[src/rtl/add_stream_pkg.sv]
// Shared types and the saturating add function for the add_stream unit.
// The function is written at a fixed maximum width so any operand width up to ADD_MAX_W can use it.
package add_stream_pkg;

  localparam int ADD_MAX_W = 32;

  typedef enum logic [1:0] {
    ADD_WRAP = 2'b00,
    ADD_USAT = 2'b01,
    ADD_SSAT = 2'b10
  } add_mode_t;

  typedef struct packed {
    logic [ADD_MAX_W-1:0] sum;
    logic                 cout;
    logic                 ovf;
  } add_result_t;

  // width selects the live operand bits; mode 2'b11 falls through to wrap.
  function automatic add_result_t add_compute(input logic [ADD_MAX_W-1:0] a,
                                              input logic [ADD_MAX_W-1:0] b,
                                              input logic                 cin,
                                              input logic [1:0]           mode,
                                              input int                   width);
    add_result_t          r;
    logic [ADD_MAX_W:0]   raw;
    logic [ADD_MAX_W-1:0] mask;
    logic [ADD_MAX_W-1:0] top;
    logic                 a_msb;
    logic                 b_msb;
    logic                 r_msb;
    mask = '1;
    if (width < ADD_MAX_W) mask = mask >> (ADD_MAX_W - width);
    top    = mask ^ (mask >> 1);
    raw    = {1'b0, a & mask} + {1'b0, b & mask} + {{ADD_MAX_W{1'b0}}, cin};
    a_msb  = |(a & top);
    b_msb  = |(b & top);
    r_msb  = |(raw[ADD_MAX_W-1:0] & top);
    r.cout = |(raw & ({1'b0, mask} + {{ADD_MAX_W{1'b0}}, 1'b1}));
    r.ovf  = (a_msb == b_msb) && (r_msb != a_msb);
    r.sum  = raw[ADD_MAX_W-1:0] & mask;
    case (mode)
      ADD_USAT: if (r.cout) r.sum = mask;
      ADD_SSAT: if (r.ovf) r.sum = a_msb ? top : (mask >> 1);
      default: ;
    endcase
    return r;
  endfunction

endpackage

[src/rtl/add_stream_fifo.sv]
// First-word fall-through FIFO; when empty the output holds the last popped word.
module add_stream_fifo
  import add_stream_pkg::*;
#(
  parameter int WIDTH = 8,
  parameter int DEPTH = 4
) (
  input  logic                       clk,
  input  logic                       rst,
  input  logic                       push,
  input  logic [WIDTH-1:0]           din,
  input  logic                       pop,
  output logic [WIDTH-1:0]           dout,
  output logic                       valid,
  output logic [$clog2(DEPTH+1)-1:0] count
);
  localparam int CW = $clog2(DEPTH+1);
  localparam int PW = $clog2(DEPTH);

  logic [WIDTH-1:0] mem [DEPTH];
  logic [PW-1:0]    wr_ptr;
  logic [PW-1:0]    rd_ptr;
  logic [WIDTH-1:0] last_q;
  logic             do_push;
  logic             do_pop;

  assign valid   = (count != '0);
  assign do_pop  = pop && valid;
  assign do_push = push && ((count < CW'(DEPTH)) || do_pop);
  assign dout    = valid ? mem[rd_ptr] : last_q;

  always_ff @(posedge clk) begin
    if (do_push) mem[wr_ptr] <= din;
  end

  // Pointers wrap explicitly so non-power-of-two depths work.
  always_ff @(posedge clk or negedge rst) begin
    if (!rst) begin
      wr_ptr <= '0;
      rd_ptr <= '0;
      count  <= '0;
      last_q <= '0;
    end else begin
      if (do_push) wr_ptr <= (wr_ptr == PW'(DEPTH-1)) ? '0 : wr_ptr + PW'(1);
      if (do_pop) begin
        rd_ptr <= (rd_ptr == PW'(DEPTH-1)) ? '0 : rd_ptr + PW'(1);
        last_q <= mem[rd_ptr];
      end
      case ({do_push, do_pop})
        2'b10:   count <= count + CW'(1);
        2'b01:   count <= count - CW'(1);
        default: ;
      endcase
    end
  end

endmodule

[src/rtl/add_stream_unit.sv]
// Pipelined saturating adder with a credit-guarded result FIFO.
// Handshake: a beat transfers on a rising edge where valid && ready; ready never depends on valid.
module add_stream_unit
  import add_stream_pkg::*;
#(
  parameter int ADD_WIDTH   = 4,
  parameter int PIPE_STAGES = 2,
  parameter int FIFO_DEPTH  = 4
) (
  input  logic                            clk,
  input  logic                            rst,
  input  logic                            in_valid,
  output logic                            in_ready,
  input  logic [ADD_WIDTH-1:0]            a,
  input  logic [ADD_WIDTH-1:0]            b,
  input  logic                            cin,
  input  logic [1:0]                      mode,
  output logic                            out_valid,
  input  logic                            out_ready,
  output logic [ADD_WIDTH-1:0]            sum,
  output logic                            cout,
  output logic                            ovf,
  output logic [$clog2(FIFO_DEPTH+1)-1:0] fifo_level
);
  localparam int LW = $clog2(FIFO_DEPTH+1);
  localparam int CW = LW + 1;
  localparam int DW = ADD_WIDTH + 2;

  add_result_t            res;
  logic                   accept;
  logic                   push;
  logic [LW-1:0]          inflight;
  logic [CW-1:0]          credit_used;
  logic [PIPE_STAGES-1:0] pvalid;
  logic [DW-1:0]          pdata [PIPE_STAGES];
  logic [DW-1:0]          fifo_dout;

  assign res    = add_compute(ADD_MAX_W'(a), ADD_MAX_W'(b), cin, mode, ADD_WIDTH);
  assign accept = in_valid && in_ready;
  assign push   = pvalid[PIPE_STAGES-1];

  generate
    if (ADD_WIDTH < ADD_MAX_W) begin : g_hi
      logic unused_sum_hi;
      assign unused_sum_hi = ^res.sum[ADD_MAX_W-1:ADD_WIDTH];
    end
  endgenerate

  // Every accepted beat owns a FIFO slot from accept until pop, so the FIFO can never overflow.
  assign credit_used = CW'(fifo_level) + CW'(inflight);
  assign in_ready    = rst && (credit_used < CW'(FIFO_DEPTH));

  always_ff @(posedge clk or negedge rst) begin
    if (!rst) begin
      pvalid   <= '0;
      inflight <= '0;
      for (int i = 0; i < PIPE_STAGES; i++) pdata[i] <= '0;
    end else begin
      pvalid[0] <= accept;
      pdata[0]  <= {res.sum[ADD_WIDTH-1:0], res.cout, res.ovf};
      for (int i = 1; i < PIPE_STAGES; i++) begin
        pvalid[i] <= pvalid[i-1];
        pdata[i]  <= pdata[i-1];
      end
      case ({accept, push})
        2'b10:   inflight <= inflight + LW'(1);
        2'b01:   inflight <= inflight - LW'(1);
        default: ;
      endcase
    end
  end

  add_stream_fifo #(
    .WIDTH (DW),
    .DEPTH (FIFO_DEPTH)
  ) u_fifo (
    .clk   (clk),
    .rst   (rst),
    .push  (push),
    .din   (pdata[PIPE_STAGES-1]),
    .pop   (out_ready),
    .dout  (fifo_dout),
    .valid (out_valid),
    .count (fifo_level)
  );

  assign sum  = fifo_dout[DW-1:2];
  assign cout = fifo_dout[1];
  assign ovf  = fifo_dout[0];

endmodule
[config.mk]
export PLATFORM = sky130hd
export DESIGN_NAME = add_stream_unit
export DESIGN_NICKNAME = d
export VERILOG_FILES = /design/src/rtl/add_stream_pkg.sv /design/src/rtl/add_stream_fifo.sv /design/src/rtl/add_stream_unit.sv
export SDC_FILE = /design/constraint.sdc
export NUM_CORES = 1
export LEC_CHECK = 0
export CORE_MARGIN = 3
export CORE_UTILIZATION = 60
export DETAILED_ROUTE_END_ITERATION = 10
export GPL_ROUTABILITY_DRIVEN = 0
export GPL_TIMING_DRIVEN = 0
export MAX_ROUTING_LAYER = met4
export PLACE_DENSITY = 0.85
export RECOVER_POWER = 25
export SLEW_MARGIN = 20
export SYNTH_ARGS = -nofsm -noshare
export SYNTH_HDL_FRONTEND = slang
export SYNTH_HIERARCHICAL = 1
export SYNTH_SLANG_ARGS = --single-unit
[constraint.sdc]
create_clock -name clk -period 5.8 [get_ports clk]
set_clock_uncertainty 0.05 [all_clocks]
set_input_delay 1.16 -clock clk [delete_from_list [all_inputs] [get_ports clk]]
set_output_delay 1.16 -clock clk [all_outputs]
set_load 0.05 [all_outputs]
== Yosys cells after proc, flatten, opt, wreduce, memory -nomap -nowiden ==
Memories as Yosys holds them, arrays and structs flattened.
Cells that the tools add are included.
W data, S select, Z words.
Operators by class
  add/sub/neg operators: 9
  $lt $le $gt $ge: 2
  equality and inequality tests: 10
  multiplexer cells: 11
  reduce and logical (&&, ||, !) cells: 9
Operators with widths (count)
  $mux W4: 3
  $pmux W3 S2: 2
  $eq A2 B2 Y1 const B: 5
  $pmux W4 S2: 1
  $add A3 B1 Y3 const B: 2
  $eq A2 B1 Y1 const B: 3
  $mux W6: 1
  $sub A3 B1 Y3 const B: 2
  $add A4 B4 Y5: 1
  $add A5 B1 Y5: 1
  $logic_and A1 B1 Y1: 5
  $add A2 B1 Y2 const B: 2
  $add A3 B3 Y4: 1
  $lt A4 B3 Y1 const B: 1
  $mux W2: 2
  $reduce_bool A2 Y1: 2
  $lt A3 B3 Y1 const B: 1
  $reduce_bool A3 Y1: 1
  $mux W1: 2
  $eq A1 B1 Y1: 1
  $logic_or A1 B1 Y1: 1
  $ne A1 B1 Y1: 1
Word-level totals
  bits in registers: 30
  RAM bits: 24
  input bits: 15
  output and inout bits: 11
  logic and storage cells: 50
  memories: 1
Memory list
  u_fifo.mem: depth 4, width 6, read ports 1, clocked after Yosys merged registers in 0, write ports 1, line add_stream_fifo.sv:20  | logic [WIDTH-1:0] mem [DEPTH];

== Depth between registers and ports, before layout ==
  word-level depth: 6
  mapped depth: 10
  depth with buffers taken out: 10

== Hierarchy ==
The synthesis kept the hierarchy.
By module, submodules not included
  add_stream_fifo: instances 1, cells an instance 91, area each 1615.3 um2, sequential area each 1046.0 um2
  add_stream_unit: instances 1, cells an instance 77, area each 908.4 um2, sequential area each 425.4 um2

== Worst setup path after synthesis ==
Ideal clock, no wire load.
  path kind: input -> output
  from: input rst
  to: output in_ready
  arrival: 2.177 ns
  data required time: 4.590 ns
  slack: 2.413 ns
  cell stages on the path: 2
  path buffers: 0
  path through: or4b_1 -> a31oi_2
On the way
  longest elaborated chain between the ends: 1
RTL lines
  from (decl): line add_stream_unit.sv:11  | input logic rst,
  $logic_and A1 B1 Y1: line add_stream_unit.sv:51  | assign in_ready = rst && (credit_used < CW'(FIFO_DEPTH));
  to (decl): line add_stream_unit.sv:13  | output logic in_ready,
No other way between the ends.

== Worst setup path in the final report ==
Same ends and word-level chain as after synthesis.

==> flow_summary_export.csv <==
group,metric,value,unit
logic_synthesis,synth_seq_cells,54,
global_routing,antenna_found_initial,0,
sta,final_max_slew_viol_count,0,
clock_tree,cts_resized,0,
worst_setup_path,regToRegEndpoint,"inflight[1]",
worst_setup_path,r2r_slack,3.31,ns
clock_tree,hold_buffers,0,
worst_setup_path,startpoint_type,"input port",
sta,period_needed,4.48,ns
route,via_count,1409,
logic_synthesis,yosys.area.top_type,"dfrtp_1",
clock_tree,ctsHtreeMaxLevel,2,
sta,worst_pin_slew,0.688,ns
clock_tree,cts_sinks,54,
logic_synthesis,synthTopCellsByArea,"dfrtp_1 (30%), edfxtp_1 (29%), ha_1 (6.9%)",
clock_tree,clockRootBuffer,"clkbuf_8",
worst_setup_path,end_kind,"primary output",
pwr,power_density,500,nW/µm²
route,routed_wl,4180,µm
logic_synthesis,synth_compound_area_share,5.26,%
placement,place_inst,241,
layout,drive_gt1_share,18.4,%
clock_tree,cts_setup_buffers,0,
floorplan,row_count,22,
logic_synthesis,synth-simple-area-share,7.73,%
clock_tree,insertion_delay,0.30,ns
layout,nets,233,
layout,multi_input_area,970,µm²
worst_setup_path,crit_fanout,31,
pwr,seqPwrFrac,38.0,%
pwr,p_clk_share,16.6,%
placement,place_ws,1.28,ns
pwr,p_comb_share,45.4,%
worst_hold_path,holdPathEnd,"pdata[1]",
logic_synthesis,syn_area,2520,µm²
global_routing,grt_start_max_net_pins,32,
logic_synthesis,syn_nets,201,
route,postRouteAntennaNets,0,
sta,final.setup.worst_slack,1.32,ns
clock_tree,clk_path_buf_depth,2,
worst_setup_path,r2r_start,"u_fifo/count[2]",
layout,ff_latch_area,1470,µm²
route,dr.first_iter.drc_count,47,
worst_hold_path,hold_depth,0,
pwr,fin_total_pwr,0.00147,W
worst_setup_path,crit_type,"input port to primary output",
logic_synthesis,netlist-cell-type-count,39,
worst_setup_path,worstPathRequired,4.59,ns
sta,relSlewSlack,54.2,%
sta,period_share,77.2,%
global_routing,grtUsageTotal,19.5,%
route,drc,0,
layout,diodes,0,
floorplan,dieArea,5020,µm²
clock_tree,clkTransAtPathRegs,0.08,ns
sta,rsz0062_at_grt,"no",
clock_tree,cts_tree,"yes",
logic_synthesis,synthXorXnorAreaFrac,2.43,%
floorplan,core,3850,µm²
floorplan,die_h,70.9,µm
logic_synthesis,netlist_instances,168,
floorplan,initial_core_util,65.5,%
run_status,status,"finished clean",
logic_synthesis,synth_edf_count,24,
logic_synthesis,synth-main-ff-cell,"dfrtp_1",
worst_hold_path,hp-class,"flip-flop to flip-flop",
global_routing,grt-ovfl-total,0,
sta,finalSetupViolCount,0,
layout,fin_cells,249,
logic_synthesis,ys_warn_count,6,
layout,syn_to_final_growth,16.5,%
route,dr.pass1.iters,4,
placement,io_buffers,25,
worst_setup_path,r2r.worst_path.cells,8,
worst_hold_path,min_from,"pdata[7]",
floorplan,die_w,70.9,µm
route,routedWlPerCell,16.8,µm
sta,max_freq,223,MHz
worst_setup_path,cp_data_arrival_time,3.27,ns
floorplan,ios,26,
global_routing,grt_pass1_wl,7340,µm
pwr,p_leak,1.20,nW
route,routed_via_density,5.66,
logic_synthesis,synth_mux_area_share,12.9,%
logic_synthesis,synthAdderAreaFrac,10.1,%
global_routing,first_global_vias,1530,
sta,hold_viol,0,
clock_tree,cts_made_buffers,5,
placement,dp_hpwl,3230,µm
pwr,p_sw,0.000554,W
logic_synthesis,ys_seq_area_share,58.3,%
sta,tns,0,ns
pwr,p_sw_share,37.7,%
logic_synthesis,synth_area_per_cell,15.0,µm²
layout,fill_cells,238,
job,drv_cap,0,
pwr,intPower,0.000916,W
logic_synthesis,synth_top_family_by_area,"multiplexers",
logic_synthesis,synth.top_cell.area_share,29.7,%
pwr,vdd_ir_drop_max,0.206,mV
logic_synthesis,async_reset_ff_share,55.6,%
==> placed cells by master, fill, tap and decap left out, drive strengths merged, types with 2 or more instances in the layout <==
master / n
a21oi: 4
and2: 6
buf: 4
clkbuf: 7
clkdlybuf4s50: 24
dfrtp: 30
edfxtp: 24
fa: 4
ha: 14
inv: 13
mux2: 16
mux4: 6
nand2: 10
nor2: 5
nor2b: 2
o211ai: 3
o221ai: 2
or3: 2
or4b: 2
xnor2: 3
xor2: 4
==> worst max-delay path, cell delays in order <==
cell and delay, ns:
buf_2 0.53, or4b_1 0.52, a31oi_2 0.20, clkdlybuf4s50_1 0.83
==> cell usage after synthesis (2+ instances only) <==
library cell  number
dfrtp_1           30
edfxtp_1          24
ha_1              14
mux2_2            14
inv_1             13
nand2_1            9
and2_1             6
mux4_2             6
nor2_1             5
fa_1               4
xor2_1             4
a21oi_1            3
o211ai_1           3
xnor2_1            3
buf_6              2
mux2_1             2
nor2b_1            2
o221ai_1           2
or3_1              2
==> registers in the layout, indices dropped and copies added, names as in the netlist <==
name,count
inflight,3
u_fifo/rd_ptr,2
u_fifo/mem,24
pdata,12
pvalid,2
u_fifo/last_q,6
u_fifo/count,3
u_fifo/wr_ptr,2
==> layer usage <==
layer | track usage (%) | wire length [µm] | vias up
li1 | - | - | 667
met1 | 21.4 | 1610 | 696
met2 | 35.3 | 2340 | 38
met3 | 3.41 | 135 | 8
met4 | 6.89 | 97 | 0
met5 | - | 0 | -
==> power groups by stage <==
| stage | clock [W] | sequential [W] | combinational [W] |
|---|---|---|---|
| after floorplan | 0 | 0.000585 | 0.000460 |
| after global placement | 0 | 0.000557 | 0.000633 |
| after detailed placement | 0 | 0.000567 | 0.000674 |
| after CTS | 0.000248 | 0.000559 | 0.000677 |
| after global routing | 0.000269 | 0.000572 | 0.000722 |
| final | 0.000243 | 0.000558 | 0.000667 |
==> cell families after synthesis <==
kind of cell             after synthesis
AND/OR/NAND/NOR                       33
adder cells (fa/ha/maj)               18
buffers and inverters                 17
multiplexers                          23
XOR/XNOR                               7
AO/OA/AOI/OAI                         16
flip-flops                            54
==> metrics by stage <==
stage                     hold WS (ns)  utilization, %  cell area (µm²)
final                            0.303            76.3             2940
after floorplan                  0.281               -             2520
after global routing             0.319            76.3             2940
after CTS                        0.305            76.3             2940
after detailed placement         0.285            73.4             2830
after global placement           0.283            73.5             2830
==> final cells by class <==
class                      count  share of cell area, %
clock inverter                 2                   1.28
timing repair buffer          25                   8.34
buffer                         4                   1.15
clock buffer                   6                   2.47
multi-input combinational     97                   33.0
sequential                    54                   50.1
inverter                      13                   1.66
tap                           48                   2.04
==> how the worst max path moves through the flow <==
stage / endpoint / cells past startpoint / startpoint
3_3_place_gp: in_ready / 4 / rst
6_report: in_ready / 4 / rst
3_5_place_dp: in_ready / 4 / rst
4_1_cts: in_ready / 4 / rst
2_1_floorplan: in_ready / 2 / rst
5_1_grt: in_ready / 4 / rst
Power figures use the tool's default switching activity.
